**src/rtl/sal_cmd_sched.sv**
```systemverilog
// Command-bus scheduler: picks at most one bank command per cycle, column commands first,
// enforcing tCCD and read/write turnaround, and registers the winner onto the command bus.
module sal_cmd_sched #(
    parameter int BK_CNT     = 4,
    parameter int BA_WIDTH   = 2,
    parameter int ADDR_WIDTH = 16,
    parameter int TCCD       = 4,
    parameter int TRTW       = 6,
    parameter int TWTR       = 8
) (
    input  logic                         clk,
    input  logic                         rst_n,
    input  logic [BK_CNT-1:0]            req_valid,
    input  logic [2*BK_CNT-1:0]          req_cmd,
    input  logic [ADDR_WIDTH*BK_CNT-1:0] req_addr,
    output logic [BK_CNT-1:0]            req_ready,
    output logic                         cmd_valid,
    output logic [1:0]                   cmd_type,
    output logic [BA_WIDTH-1:0]          cmd_ba,
    output logic [ADDR_WIDTH-1:0]        cmd_addr
);

    typedef enum logic [1:0] {
        CMD_ACT = 2'd0,
        CMD_RD  = 2'd1,
        CMD_WR  = 2'd2,
        CMD_PRE = 2'd3
    } cmd_e;

    localparam int TMAX0 = (TCCD > TRTW) ? TCCD : TRTW;
    localparam int TMAX  = (TMAX0 > TWTR) ? TMAX0 : TWTR;
    localparam int CW    = (TMAX > 1) ? $clog2(TMAX) : 1;

    logic [CW-1:0]         ccd_q, ccd_d;
    logic [CW-1:0]         rd_blk_q, rd_blk_d;
    logic [CW-1:0]         wr_blk_q, wr_blk_d;
    logic [BA_WIDTH-1:0]   cas_ptr_q, cas_ptr_d;
    logic [BA_WIDTH-1:0]   ras_ptr_q, ras_ptr_d;
    logic                  cmd_valid_q, cmd_valid_d;
    logic [1:0]            cmd_type_q, cmd_type_d;
    logic [BA_WIDTH-1:0]   cmd_ba_q, cmd_ba_d;
    logic [ADDR_WIDTH-1:0] cmd_addr_q, cmd_addr_d;

    logic                  rd_ok, wr_ok;
    logic [BK_CNT-1:0]     cas_elig, ras_req;
    logic [BA_WIDTH:0]     cas_pick, ras_pick;
    logic                  gnt_valid, gnt_cas;
    logic [BA_WIDTH-1:0]   gnt_idx, gnt_nxt;
    logic [1:0]            gnt_type;
    logic [ADDR_WIDTH-1:0] gnt_addr;

    // Circular search from ptr; result is {found, index}.
    function automatic logic [BA_WIDTH:0] rr_pick(input logic [BK_CNT-1:0]   vec,
                                                  input logic [BA_WIDTH-1:0] ptr);
        logic [BA_WIDTH:0] res;
        int unsigned       idx;
        res = '0;
        for (int unsigned k = 0; k < BK_CNT; k++) begin
            idx = (32'(ptr) + k) % BK_CNT;
            if (!res[BA_WIDTH] && vec[idx[BA_WIDTH-1:0]]) begin
                res = {1'b1, idx[BA_WIDTH-1:0]};
            end
        end
        return res;
    endfunction

    always_comb begin
        rd_ok    = (ccd_q == '0) && (rd_blk_q == '0);
        wr_ok    = (ccd_q == '0) && (wr_blk_q == '0);
        cas_elig = '0;
        ras_req  = '0;
        for (int unsigned i = 0; i < BK_CNT; i++) begin
            cas_elig[i] = req_valid[i] &&
                          (((req_cmd[2*i +: 2] == CMD_RD) && rd_ok) ||
                           ((req_cmd[2*i +: 2] == CMD_WR) && wr_ok));
            ras_req[i]  = req_valid[i] &&
                          ((req_cmd[2*i +: 2] == CMD_ACT) || (req_cmd[2*i +: 2] == CMD_PRE));
        end
        cas_pick  = rr_pick(cas_elig, cas_ptr_q);
        ras_pick  = rr_pick(ras_req, ras_ptr_q);
        gnt_cas   = cas_pick[BA_WIDTH];
        gnt_valid = cas_pick[BA_WIDTH] | ras_pick[BA_WIDTH];
        gnt_idx   = gnt_cas ? cas_pick[BA_WIDTH-1:0] : ras_pick[BA_WIDTH-1:0];
        gnt_nxt   = (gnt_idx == BA_WIDTH'(BK_CNT - 1)) ? '0 : gnt_idx + 1'b1;
        gnt_type  = req_cmd[2*gnt_idx +: 2];
        gnt_addr  = req_addr[ADDR_WIDTH*gnt_idx +: ADDR_WIDTH];
        req_ready = gnt_valid ? (BK_CNT'(1) << gnt_idx) : '0;
    end

    always_comb begin
        ccd_d       = (ccd_q != '0) ? ccd_q - 1'b1 : '0;
        rd_blk_d    = (rd_blk_q != '0) ? rd_blk_q - 1'b1 : '0;
        wr_blk_d    = (wr_blk_q != '0) ? wr_blk_q - 1'b1 : '0;
        cas_ptr_d   = cas_ptr_q;
        ras_ptr_d   = ras_ptr_q;
        cmd_valid_d = gnt_valid;
        cmd_type_d  = cmd_type_q;
        cmd_ba_d    = cmd_ba_q;
        cmd_addr_d  = cmd_addr_q;
        if (gnt_valid) begin
            cmd_type_d = gnt_type;
            cmd_ba_d   = gnt_idx;
            cmd_addr_d = gnt_addr;
            if (gnt_cas) begin
                cas_ptr_d = gnt_nxt;
                ccd_d     = CW'(TCCD - 1);
                if (gnt_type == CMD_RD) begin
                    wr_blk_d = CW'(TRTW - 1);
                end else begin
                    rd_blk_d = CW'(TWTR - 1);
                end
            end else begin
                ras_ptr_d = gnt_nxt;
            end
        end
    end

    always_ff @(posedge clk or negedge rst_n) begin
        if (!rst_n) begin
            ccd_q       <= '0;
            rd_blk_q    <= '0;
            wr_blk_q    <= '0;
            cas_ptr_q   <= '0;
            ras_ptr_q   <= '0;
            cmd_valid_q <= 1'b0;
            cmd_type_q  <= '0;
            cmd_ba_q    <= '0;
            cmd_addr_q  <= '0;
        end else begin
            ccd_q       <= ccd_d;
            rd_blk_q    <= rd_blk_d;
            wr_blk_q    <= wr_blk_d;
            cas_ptr_q   <= cas_ptr_d;
            ras_ptr_q   <= ras_ptr_d;
            cmd_valid_q <= cmd_valid_d;
            cmd_type_q  <= cmd_type_d;
            cmd_ba_q    <= cmd_ba_d;
            cmd_addr_q  <= cmd_addr_d;
        end
    end

    assign cmd_valid = cmd_valid_q;
    assign cmd_type  = cmd_type_q;
    assign cmd_ba    = cmd_ba_q;
    assign cmd_addr  = cmd_addr_q;

endmodule

```
**config.mk**
```make
export PLATFORM = sky130hd
export DESIGN_NAME = sal_cmd_sched
export DESIGN_NICKNAME = d
export VERILOG_FILES = /design/src/rtl/sal_cmd_sched.sv
export SDC_FILE = /design/constraint.sdc
export NUM_CORES = 1
export LEC_CHECK = 0
export CAP_MARGIN = 25
export CORE_ASPECT_RATIO = 1.75
export CORE_UTILIZATION = 46
export DETAILED_ROUTE_END_ITERATION = 10
export GPL_ROUTABILITY_DRIVEN = 0
export PLACE_DENSITY = 0.86
export SETUP_SLACK_MARGIN = 0.15
export SYNTH_ARGS = -nofsm -noshare
export SYNTH_HDL_FRONTEND = slang
export SYNTH_SLANG_ARGS = --single-unit
```
**constraint.sdc**
```tcl
create_clock -name clk -period 6.4 [get_ports clk]
set_clock_uncertainty 0.15 [all_clocks]
set_input_delay 1.28 -clock clk [delete_from_list [all_inputs] [get_ports clk]]
set_output_delay 1.28 -clock clk [all_outputs]
set_load 0.03 [all_outputs]
```
==> results of run 1 <==
-- state kept, by name (all words and copies together) (netlist names) --
| signal | count |
|---|---|
| cmd_addr | 16 |
| ras_ptr_q | 2 |
| wr_blk_q | 3 |
| cmd_valid | 1 |
| rd_blk_q | 3 |
| cas_ptr_q | 2 |
| cmd_ba | 2 |
| ccd_q | 3 |
| cmd_type | 2 |
-- power groups by stage --
stage	Combinational [mW]	Sequential [mW]	Clock [mW]
final	1.13	0.391	0.163
after global routing	1.21	0.402	0.177
after CTS	1.14	0.389	0.169
after detailed placement	1.13	0.391	0
after global placement	1.10	0.388	0
after floorplan	0.640	0.514	0
-- cell type report --
class / count / share of cell area [%]
Clock buffer: 7 / 2.23
Clock inverter: 1 / 0.129
Inverter: 20 / 2.07
Multi-Input combinational cell: 196 / 43.1
Sequential cell: 34 / 22.0
Tap cell: 76 / 2.46
Timing Repair Buffer: 110 / 28.0
-- layout by cell type (no fill, tap or decap), drive strengths merged, types with 2 or more instances in the layout --
master	n
a22oi	3
a31o	2
a211oi	19
inv	20
mux2i	18
o211ai	5
a21oi	8
and2	11
clkdlybuf4s50	100
ha	18
o21ai	6
o221ai	4
buf	10
a32oi	3
nand2	16
nor2	26
a21boi	16
dfrtp	34
nand3b	2
clkbuf	7
o31ai	2
a22o	2
a221oi	19
o32ai	3
-- synthesized netlist by cell type (all sizes together) --
| cell type | count |
|---|---|
| dfrtp | 34 |
| nor2 | 26 |
| inv | 20 |
| a211oi | 19 |
| a221oi | 19 |
| ha | 18 |
| mux2i | 18 |
| a21boi | 16 |
| nand2 | 16 |
| and2 | 11 |
| a21oi | 8 |
| buf | 7 |
| clkbuf | 6 |
| o21ai | 6 |
| o211ai | 5 |
| o221ai | 4 |
| a22oi | 3 |
| a32oi | 3 |
| o32ai | 3 |
| a22o | 2 |
| a31o | 2 |
| nand3b | 2 |
| o31ai | 2 |
| a221o | 1 |
| a32o | 1 |
| and3 | 1 |
| nand3 | 1 |
| nor3 | 1 |
| o2111ai | 1 |
| o21bai | 1 |
| o22ai | 1 |
| o2bb2ai | 1 |
| o311a | 1 |
| o41ai | 1 |
| or2 | 1 |
| or3 | 1 |
-- path summary, 6_finish.rpt --
kind,startpoint,end,slack [ns],cells after the start
setup / recovery,req_cmd[1],req_ready[0],0.57,11
hold / removal,ccd_q[0]$_DFF_PN0_,ccd_q[0]$_DFF_PN0_,0.36,1
setup reg to reg,rd_blk_q[0]$_DFF_PN0_,cmd_type[0]$_DFFE_PN0N_,3.07,10
min in group asynchronous,rst_n,ccd_q[2]$_DFF_PN0_,1.25,2
max in group asynchronous,rst_n,wr_blk_q[0]$_DFF_PN0_,4.54,2
hold reg to reg,ccd_q[0]$_DFF_PN0_,ccd_q[0]$_DFF_PN0_,0.36,1
-- metrics by stage --
step / utilization [%] / hold slack, ns
2_1_floorplan: - / 0.311
3_3_place_gp: 67.3 / 0.327
3_5_place_dp: 67.6 / 0.352
4_1_cts: 69.2 / 0.365
5_1_grt: 69.2 / 0.392
6_report: 69.2 / 0.355
-- critical path: cells and delay by family --
family                     cells  cell delay (ns)
AOI/OAI and AO/OA              2             0.74
adders and majority gates      2             0.36
buffers and inverters          4             1.25
and+or+nand+nor                3             0.75
-- cells by family after synthesis --
family                   after synthesis
AND/OR/NAND/NOR                       60
adder cells (fa/ha/maj)               18
AO/OA/AOI/OAI                        100
buffers and inverters                 33
flip-flops                            34
multiplexers                          18
-- routing by layer --
metal | vias to the layer above | wire length [um]
li1 | 1206 | -
met1 | 1251 | 2760
met2 | 89 | 4430
met5 | - | 0
met4 | 0 | 380
met3 | 24 | 267
==> results.ini, run 1 <==
[synthesis]
synth.yosys.warnings = 0
area_fraction_in_and_or_nand_and_nor_cells_after_synthesis_pct = 10.6
ys_seq_area_share_pct = 31.7
yosysTopAreaCellShare_pct = 31.7
post_synth_fa_ha_maj_area_fraction_pct = 8.40
yosys_register_bits = 34
synthDominantAreaCellType = sky130_fd_sc_hd__dfrtp_1
synth.mux.area_fraction_pct = 6.72
post_syn_area_per_cell_sq_um = 10.2
synthesized_instance_count = 263
synthesis.nets = 359
area_share_of_xor_xnor_cells_in_the_synthesized_design_pct = 0
combinational_family_with_the_most_area_after_synthesis = compound AO/OA/AOI/OAI gates
synth.top_cells.by_area = sky130_fd_sc_hd__dfrtp_1, sky130_fd_sc_hd__a221oi_2, sky130_fd_sc_hd__ha_1
post_synthesis_compound_gate_area_fraction_pct = 36.3
synth_area_sq_um = 2680
yosys.cell_types.count = 47

[setup_path]
data_arrival_time_of_the_critical_path_ns = 4.40
crit_chain = clkdlybuf4s50_1 > inv_1 > ha_1 > a22oi_1 > nor2_1 > or3_4 > o32ai_4 > inv_2 > ha_1 > and2_1 > clkdlybuf4s50_1
critPathKind = input port to output pin
cp-start-kind = input port
cpMaxStageDelayCell = sky130_fd_sc_hd__clkdlybuf4s50_1
cp_data_required_time_ns = 4.97
delay_of_the_slowest_cell_on_the_worst_path_ns = 0.58
worstSetupEndpointType = output pin
worst-path-max-fanout = 13

[pwr]
share_seq_of_total_power_pct = 23.2
power.combinational.fraction_pct = 67.1
vdd_drop_max_mv = 0.242
power.density_cell_area_nw_per_um2 = 435
leakagePower_nw = 1.58
p_int_mw = 0.870
finalPower_mw = 1.68
switching_power_mw = 0.811
clock_power_share_pct = 9.7
p_sw_share_pct = 48.3

[cells_and_area]
post-route-cell-area_sq_um = 3860
insertedDiodeCount = 0
nFillCells = 471
post_layout_nonfiller_instances = 444
multi_input_logic_area_sq_um = 1660
share_of_final_layout_standard_cells_stronger_than_drive_strength_1_pct = 15.5
area_delta_synth_final_pct = 44.1
nets = 463
layout.area.seq_sq_um = 851

[route]
route.detailed.wl_per_inst_um = 17.6
drt_pass1_iterations = 4
first_drt_iteration_drcs = 112
antenna_violating_nets_post_route = 0
via_per_inst = 5.79
detail_route.drc_violations = 0
via_count = 2570
detail_route.wirelength_um = 7830

[floorplanning]
num_rows = 36
start_util_pct = 48.0
core_area_sq_um = 5590
die_width_um = 59.7
fp.dieArea_sq_um = 6150
boundaryPins = 103
dieHeight_um = 103

[clock_tree]
numCtsBuffers = 5
post_cts.repair.setup_buffers = 0
clock_insertion_delay_worst_skew_ns = 0.28
cts_root_buf = sky130_fd_sc_hd__clkbuf_8
cts.sink_count = 34
cts_resized = 0
tritoncts_clock_tree = built
clk_pin_slew_ns = 0.07
cts-root-to-sink-buffers = 2
holdBufCountCts = 0
number_of_h_tree_branching_levels = 2

[global_routing]
grt_start_max_net_pins = 37
grtUsageMet3_pct = 3.89
grt_pass1_wl_um = 12500
grt-ovfl-total = 0
grt.met1_usage_pct = 29.0
grt-busiest-layer = met2
grt_pass1_vias = 2647
grtUsageTotal_pct = 27.5
initial_antenna_violation_count = 0
globalRouteMet2Util_pct = 50.8

[timing]
rsz_0062_raised_after_global_routing = false
fmaxAchievable_mhz = 171
final-hold-violation-count = 0
setup_viol = 0
worst-slew-pin-transition_ns = 0.636
timing.slew.headroom_pct = 57.4
fin_setup_tns_ns = 0
period_needed_ns = 5.83
timing.final.ws_setup_ns = 0.569
finalCritPeriodShare_pct = 91.1
drv_slew = 0

[flow_run]
max_cap_violations = 0

[hold_path]
hold_path.class = flop to flop

[placed_design]
portBuffers = 102
place.detailed.hpwl_um = 6020
placedInstanceArea_sq_um = 3770
dp_worst_setup_slack_ns = 0.607
placed_cells_incl_taps = 436

[status]
outcome = complete, no violations

Note: power is estimated with default switching activity, not from simulation.
==> run 2: changes to the inputs <==
CORE_UTILIZATION = 48   (was 46)
PLACE_DENSITY = 0.9   (was 0.86)
==> run 2 against run 1 <==
  * Register-to-register slack hardly changed
  * First-iteration DRC count is 13% lower
  * Clock power is 4% lower
  * Utilization is 2.8 points higher
  * Design area is 0.49% lower
  * Die area is 4.1% lower
  * Non-clock buffer count stayed put
  * Sequential share of layout area is 0.11 points higher
  * Combinational power hardly changed
  * Wire length is 1.5% higher
  * Critical endpoint is now req_ready[1]
==> results.ini, run 2 (synthesis results as in run 1) <==
[clock_tree]
clock_insertion_delay_worst_skew_ns = 0.28  ; about the same
cts_resized = 0  ; unchanged
holdBufCountCts = 0  ; unchanged
number_of_h_tree_branching_levels = 2  ; unchanged
post_cts.repair.setup_buffers = 0  ; unchanged
cts-root-to-sink-buffers = 2  ; unchanged
cts_root_buf = sky130_fd_sc_hd__clkbuf_8
cts.sink_count = 34  ; unchanged
tritoncts_clock_tree = built
clk_pin_slew_ns = 0.07  ; about the same
numCtsBuffers = 5  ; unchanged

[pwr]
power.density_cell_area_nw_per_um2 = 434  ; -0.32%
leakagePower_nw = 1.57  ; -0.49%
vdd_drop_max_mv = 0.270  ; +12%

[cells_and_area]
insertedDiodeCount = 0  ; unchanged
nets = 463  ; unchanged
number_of_flip_flops_under_the_largest_register_name = 16  ; unchanged
mostFrequentLayoutCells = sky130_fd_sc_hd__clkdlybuf4s50_1, sky130_fd_sc_hd__dfrtp_1, sky130_fd_sc_hd__nor2_1
post_layout_nonfiller_instances = 440  ; -0.90%
final_core_util_pct = 72.0  ; +2.8 points
post-route-cell-area_sq_um = 3850  ; -0.49%
final_common_cell = sky130_fd_sc_hd__clkdlybuf4s50_1
nFillCells = 424  ; -10%
area_delta_synth_final_pct = 43.4
share_of_final_layout_standard_cells_stronger_than_drive_strength_1_pct = 15.3  ; -0.19 points

[timing]
setup_viol = 0  ; unchanged
final-hold-violation-count = 0  ; unchanged
period_needed_ns = 5.82  ; -0.00752 ns
rsz_0062_raised_after_global_routing = false
drv_slew = 0  ; unchanged
finalCritPeriodShare_pct = 91.0  ; -0.12 points
fmaxAchievable_mhz = 172  ; +0.13%
fin_setup_tns_ns = 0  ; unchanged
timing.slew.headroom_pct = 51.7  ; -5.7 points
timing.final.ws_setup_ns = 0.576  ; +0.00752 ns
worst-slew-pin-transition_ns = 0.724  ; +0.0878 ns

[global_routing]
grtUsageTotal_pct = 27.8  ; +0.27 points
grt_pass1_wl_um = 12300  ; -2.0%
initial_antenna_violation_count = 0  ; unchanged
grt_pass1_vias = 2671  ; +0.91%
grt_start_max_net_pins = 37  ; unchanged
grt-ovfl-total = 0  ; unchanged

[setup_path]
timing.reg2reg.setup_slack_ns = 3.06  ; about the same
critPathLaunch = req_cmd[1]
cpMaxStageDelayCell = sky130_fd_sc_hd__clkdlybuf4s50_1
critPathKind = input port to output pin
delay_of_the_slowest_cell_on_the_worst_path_ns = 0.59  ; about the same
worstSetupEndpointType = output pin
crit_chain = clkdlybuf4s50_1 > inv_1 > ha_1 > a22oi_1 > nor2_1 > or3_4 > o32ai_4 > inv_2 > ha_1 > and2_1 > clkdlybuf4s50_1
worst-path-max-fanout = 13  ; unchanged
cp-start-kind = input port
timing.critical_path.to = req_ready[1]
rr_startpoint = rd_blk_q[0]$_DFF_PN0_
critical_path_buf_inv_count = 4  ; unchanged
cp_data_required_time_ns = 4.97  ; about the same
critical_register_to_register_path_endpoint = cmd_type[1]$_DFFE_PN0N_
rr_worst_depth = 10  ; unchanged
critical_path_depth = 11  ; unchanged
data_arrival_time_of_the_critical_path_ns = 4.39  ; about the same
critical-path-top-delay-family = buffers and inverters

[hold_path]
hold_path.class = flop to flop
holdPathStages = 2  ; +1

[route]
first_drt_iteration_drcs = 98  ; -13%
drt_pass1_iterations = 4  ; unchanged
detail_route.wirelength_um = 7950  ; +1.5%
via_per_inst = 5.94  ; +2.6%
antenna_violating_nets_post_route = 0  ; unchanged
route.detailed.wl_per_inst_um = 18.1  ; +2.4%
detail_route.drc_violations = 0  ; unchanged
via_count = 2614  ; +1.7%

[floorplanning]
die_width_um = 58.5  ; -2.0%
num_rows = 35  ; -2.8%
core_area_sq_um = 5340  ; -4.3%
fp.dieArea_sq_um = 5900  ; -4.1%
dieHeight_um = 101  ; -2.1%
boundaryPins = 103  ; unchanged
start_util_pct = 50.2  ; +2.2 points

[placed_design]
dp_worst_setup_slack_ns = 0.585  ; -0.0226 ns
placedInstanceArea_sq_um = 3760  ; -0.27%
place.detailed.hpwl_um = 6120  ; +1.6%
portBuffers = 102  ; unchanged
placed_cells_incl_taps = 434  ; -0.46%

[flow_run]
max_cap_violations = 0  ; unchanged

[status]
outcome = complete, no violations

==> run 2: changes by cell type in the layout (fill, tap and decap cells not counted), sizes merged <==
cell,change
clkinv,-1
clkbuf,-1
==> run 2: per-layer routing <==
| metal | up-vias | wire [um] | track usage (%) |
|---|---|---|---|
| li1 | 1209 | - | - |
| met1 | 1258 | 2850 | 28.5 |
| met2 | 115 | 4400 | 51.7 |
| met3 | 32 | 284 | 3.59 |
| met4 | 0 | 415 | 16.7 |
| met5 | - | 0 | 0 |
==> run 2: how the worst min path moves through the flow <==
stage,endpoint,slack [ns],from
3_3_place_gp,ccd_q[1]$_DFF_PN0_,0.34,ccd_q[1]$_DFF_PN0_
3_5_place_dp,ccd_q[1]$_DFF_PN0_,0.36,ccd_q[1]$_DFF_PN0_
5_1_grt,ccd_q[1]$_DFF_PN0_,0.40,ccd_q[1]$_DFF_PN0_
2_1_floorplan,ccd_q[0]$_DFF_PN0_,0.31,ccd_q[0]$_DFF_PN0_
6_report,ccd_q[1]$_DFF_PN0_,0.37,ccd_q[1]$_DFF_PN0_
4_1_cts,ccd_q[1]$_DFF_PN0_,0.37,ccd_q[1]$_DFF_PN0_
==> run 2: layout make-up <==
cell class              instances  area (sq um)  share of cell area [%]
clock buffers                   6          82.6                    2.15
repair buffers                110          1080                    28.0
inverters                      20          80.1                    2.08
multi-input cells             196          1660                    43.3
flip-flops and latches         34           851                    22.1
well taps                      74          92.6                    2.41
==> run 2: metrics by stage <==
stage	hold slack, ns	total power, mW
floorplan	0.311	1.15
global placement	0.343	1.49
detailed placement	0.356	1.51
CTS	0.372	1.67
global route	0.404	1.77
finish	0.371	1.67
==> run 2: worst register-to-register path, delay by kind of cell, from the launching register on <==
family / cells / cell delay (ns)
simple gates: 2 / 0.41
buf+inv: 2 / 0.37
flops: 1 / 0.39
fa+ha+maj: 1 / 0.33
compound gates: 5 / 1.53
==> run 2: power breakdown <==
group	switching, mW	total, mW	internal [mW]
registers	0.0694	0.392	0.323
clock network	0.0732	0.156	0.0830
logic	0.664	1.12	0.455
==> run 3: changes to the inputs <==
CTS_BUF_LIST = sky130_fd_sc_hd__clkbuf_16   (was default)
==> run 3 against run 2 <==
  * Wire length rose by 1.5%
  * Critical endpoint unchanged
  * Highest routed layer unchanged
  * Sequential power barely moved
  * Maximum frequency barely moved
  * Utilization rose by 0.87 points
  * Hold slack barely moved
  * Register-to-register slack barely moved
  * Combinational power barely moved
  * Global-route usage rose by 0.83 points
==> results.ini, run 3 (synthesis results as in run 1) <==
[global_routing]
grtUsageTotal_pct = 28.7  ; +0.83 points
grt_pass1_wl_um = 12500  ; +1.7%
initial_antenna_violation_count = 0  ; unchanged
grt-ovfl-total = 0  ; unchanged
grt_pass1_vias = 2710  ; +1.5%
grt_start_max_net_pins = 37  ; unchanged

[setup_path]
worstSetupEndpointType = output pin
critPathKind = input port to output pin
worst-path-max-fanout = 13  ; unchanged
data_arrival_time_of_the_critical_path_ns = 4.39  ; about the same
cp-start-kind = input port
cp_data_required_time_ns = 4.97  ; about the same

[floorplanning]
core_area_sq_um = 5340  ; unchanged
num_rows = 35  ; unchanged
die_width_um = 58.5  ; unchanged
boundaryPins = 103  ; unchanged
fp.dieArea_sq_um = 5900  ; unchanged
dieHeight_um = 101  ; unchanged
start_util_pct = 50.2  ; unchanged

[route]
via_per_inst = 5.94  ; unchanged
antenna_violating_nets_post_route = 0  ; unchanged
detail_route.wirelength_um = 8070  ; +1.5%
drt_pass1_iterations = 4  ; unchanged
first_drt_iteration_drcs = 95  ; -3.1%
route.detailed.wl_per_inst_um = 18.3  ; +1.5%
via_count = 2614  ; unchanged
detail_route.drc_violations = 0  ; unchanged

[clock_tree]
cts_resized = 0  ; unchanged
cts.sink_count = 34  ; unchanged
clk_pin_slew_ns = 0.05  ; -0.02 ns
post_cts.repair.setup_buffers = 0  ; unchanged
holdBufCountCts = 0  ; unchanged
numCtsBuffers = 5  ; unchanged
tritoncts_clock_tree = built
cts-root-to-sink-buffers = 2  ; unchanged
cts_root_buf = sky130_fd_sc_hd__clkbuf_16
clock_insertion_delay_worst_skew_ns = 0.28  ; about the same
number_of_h_tree_branching_levels = 2  ; unchanged

[timing]
drv_slew = 0  ; unchanged
fin_setup_tns_ns = 0  ; unchanged
worst-slew-pin-transition_ns = 0.715  ; -0.00935 ns
timing.slew.headroom_pct = 52.4  ; +0.62 points
timing.final.ws_setup_ns = 0.581  ; +0.00481 ns
period_needed_ns = 5.82  ; -0.00481 ns
rsz_0062_raised_after_global_routing = false
setup_viol = 0  ; unchanged
final-hold-violation-count = 0  ; unchanged
fmaxAchievable_mhz = 172  ; about the same
fin_hold_ws_ns = 0.371  ; +0.000332 ns
finalCritPeriodShare_pct = 90.9  ; about the same

[status]
outcome = complete, no violations

[cells_and_area]
insertedDiodeCount = 0  ; unchanged
final_core_util_pct = 72.9  ; +0.87 points
nets = 463  ; unchanged
mostFrequentLayoutCells = sky130_fd_sc_hd__clkdlybuf4s50_1, sky130_fd_sc_hd__dfrtp_1, sky130_fd_sc_hd__nor2_1
share_of_final_layout_standard_cells_stronger_than_drive_strength_1_pct = 15.0  ; -0.27 points
number_of_flip_flops_under_the_largest_register_name = 16  ; unchanged
area_delta_synth_final_pct = 45.2
post_layout_nonfiller_instances = 440  ; unchanged
final_common_cell = sky130_fd_sc_hd__clkdlybuf4s50_1

[pwr]
vdd_drop_max_mv = 0.274  ; +1.3%
power.density_cell_area_nw_per_um2 = 446  ; +2.9%
leakagePower_nw = 1.59  ; +1.3%

[placed_design]
placed_cells_incl_taps = 434  ; unchanged
portBuffers = 102  ; unchanged
place.detailed.hpwl_um = 6120  ; unchanged
dp_worst_setup_slack_ns = 0.585  ; unchanged

[flow_run]
max_cap_violations = 0  ; unchanged

[hold_path]
hold_path.class = flop to flop

==> run 3: cell count changes in the layout (fill, tap and decap cells not counted) <==
cell                        previous run  this run
sky130_fd_sc_hd__clkbuf_16             0         5
sky130_fd_sc_hd__clkbuf_8              6         0
sky130_fd_sc_hd__clkinv_1              0         1
==> run 3: metrics by stage <==
stage	instance area, sq um	total power, mW
2_1_floorplan	2680	1.15
6_report	3890	1.74
4_1_cts	3890	1.74
3_3_place_gp	3760	1.49
3_5_place_dp	3760	1.51
5_1_grt	3890	1.84
==> run 3: worst paths after layout <==
path,endpoint,cells past startpoint,startpoint,slack [ns]
setup / recovery,req_ready[1],11,req_cmd[1],0.58
hold / removal,ccd_q[1]$_DFF_PN0_,2,ccd_q[1]$_DFF_PN0_,0.37
setup reg to reg,cmd_type[1]$_DFFE_PN0N_,10,rd_blk_q[0]$_DFF_PN0_,3.07
hold reg to reg,ccd_q[1]$_DFF_PN0_,2,ccd_q[1]$_DFF_PN0_,0.37
max in group asynchronous,cmd_addr[11]$_DFFE_PN0N_,2,rst_n,4.52
min in group asynchronous,rd_blk_q[1]$_DFF_PN0_,2,rst_n,1.27
==> run 3: cell type report <==
cell class / instances / area (sq um)
multi-input cells: 196 / 1660
clock buffers: 5 / 125
inverters: 20 / 80.1
clock inverters: 1 / 3.75
flip-flops and latches: 34 / 851
well taps: 74 / 92.6
repair buffers: 110 / 1080
fillers: 417 / 1450
==> run 3: critical path, stage by stage <==
cell	delay (ns)
sky130_fd_sc_hd__clkdlybuf4s50_1	0.51
sky130_fd_sc_hd__inv_1	0.07
sky130_fd_sc_hd__ha_1	0.18
sky130_fd_sc_hd__a22oi_1	0.31
sky130_fd_sc_hd__nor2_1	0.14
sky130_fd_sc_hd__or3_4	0.48
sky130_fd_sc_hd__o32ai_4	0.41
sky130_fd_sc_hd__inv_2	0.10
sky130_fd_sc_hd__ha_1	0.18
sky130_fd_sc_hd__and2_1	0.13
sky130_fd_sc_hd__clkdlybuf4s50_1	0.59
==> run 3: per-layer routing <==
layer,global-route usage [%],wire length (um)
met4,17.8,432
met2,53.1,4520
met3,4.62,294
met1,28.6,2820
met5,0,0
==> run 3: report_power, final <==
group          internal [mW]  total, mW  switching, mW  leakage [nW]
clock network          0.138      0.223         0.0850        0.0632
logic                  0.455       1.12          0.666          1.12
registers              0.323      0.393         0.0692         0.403
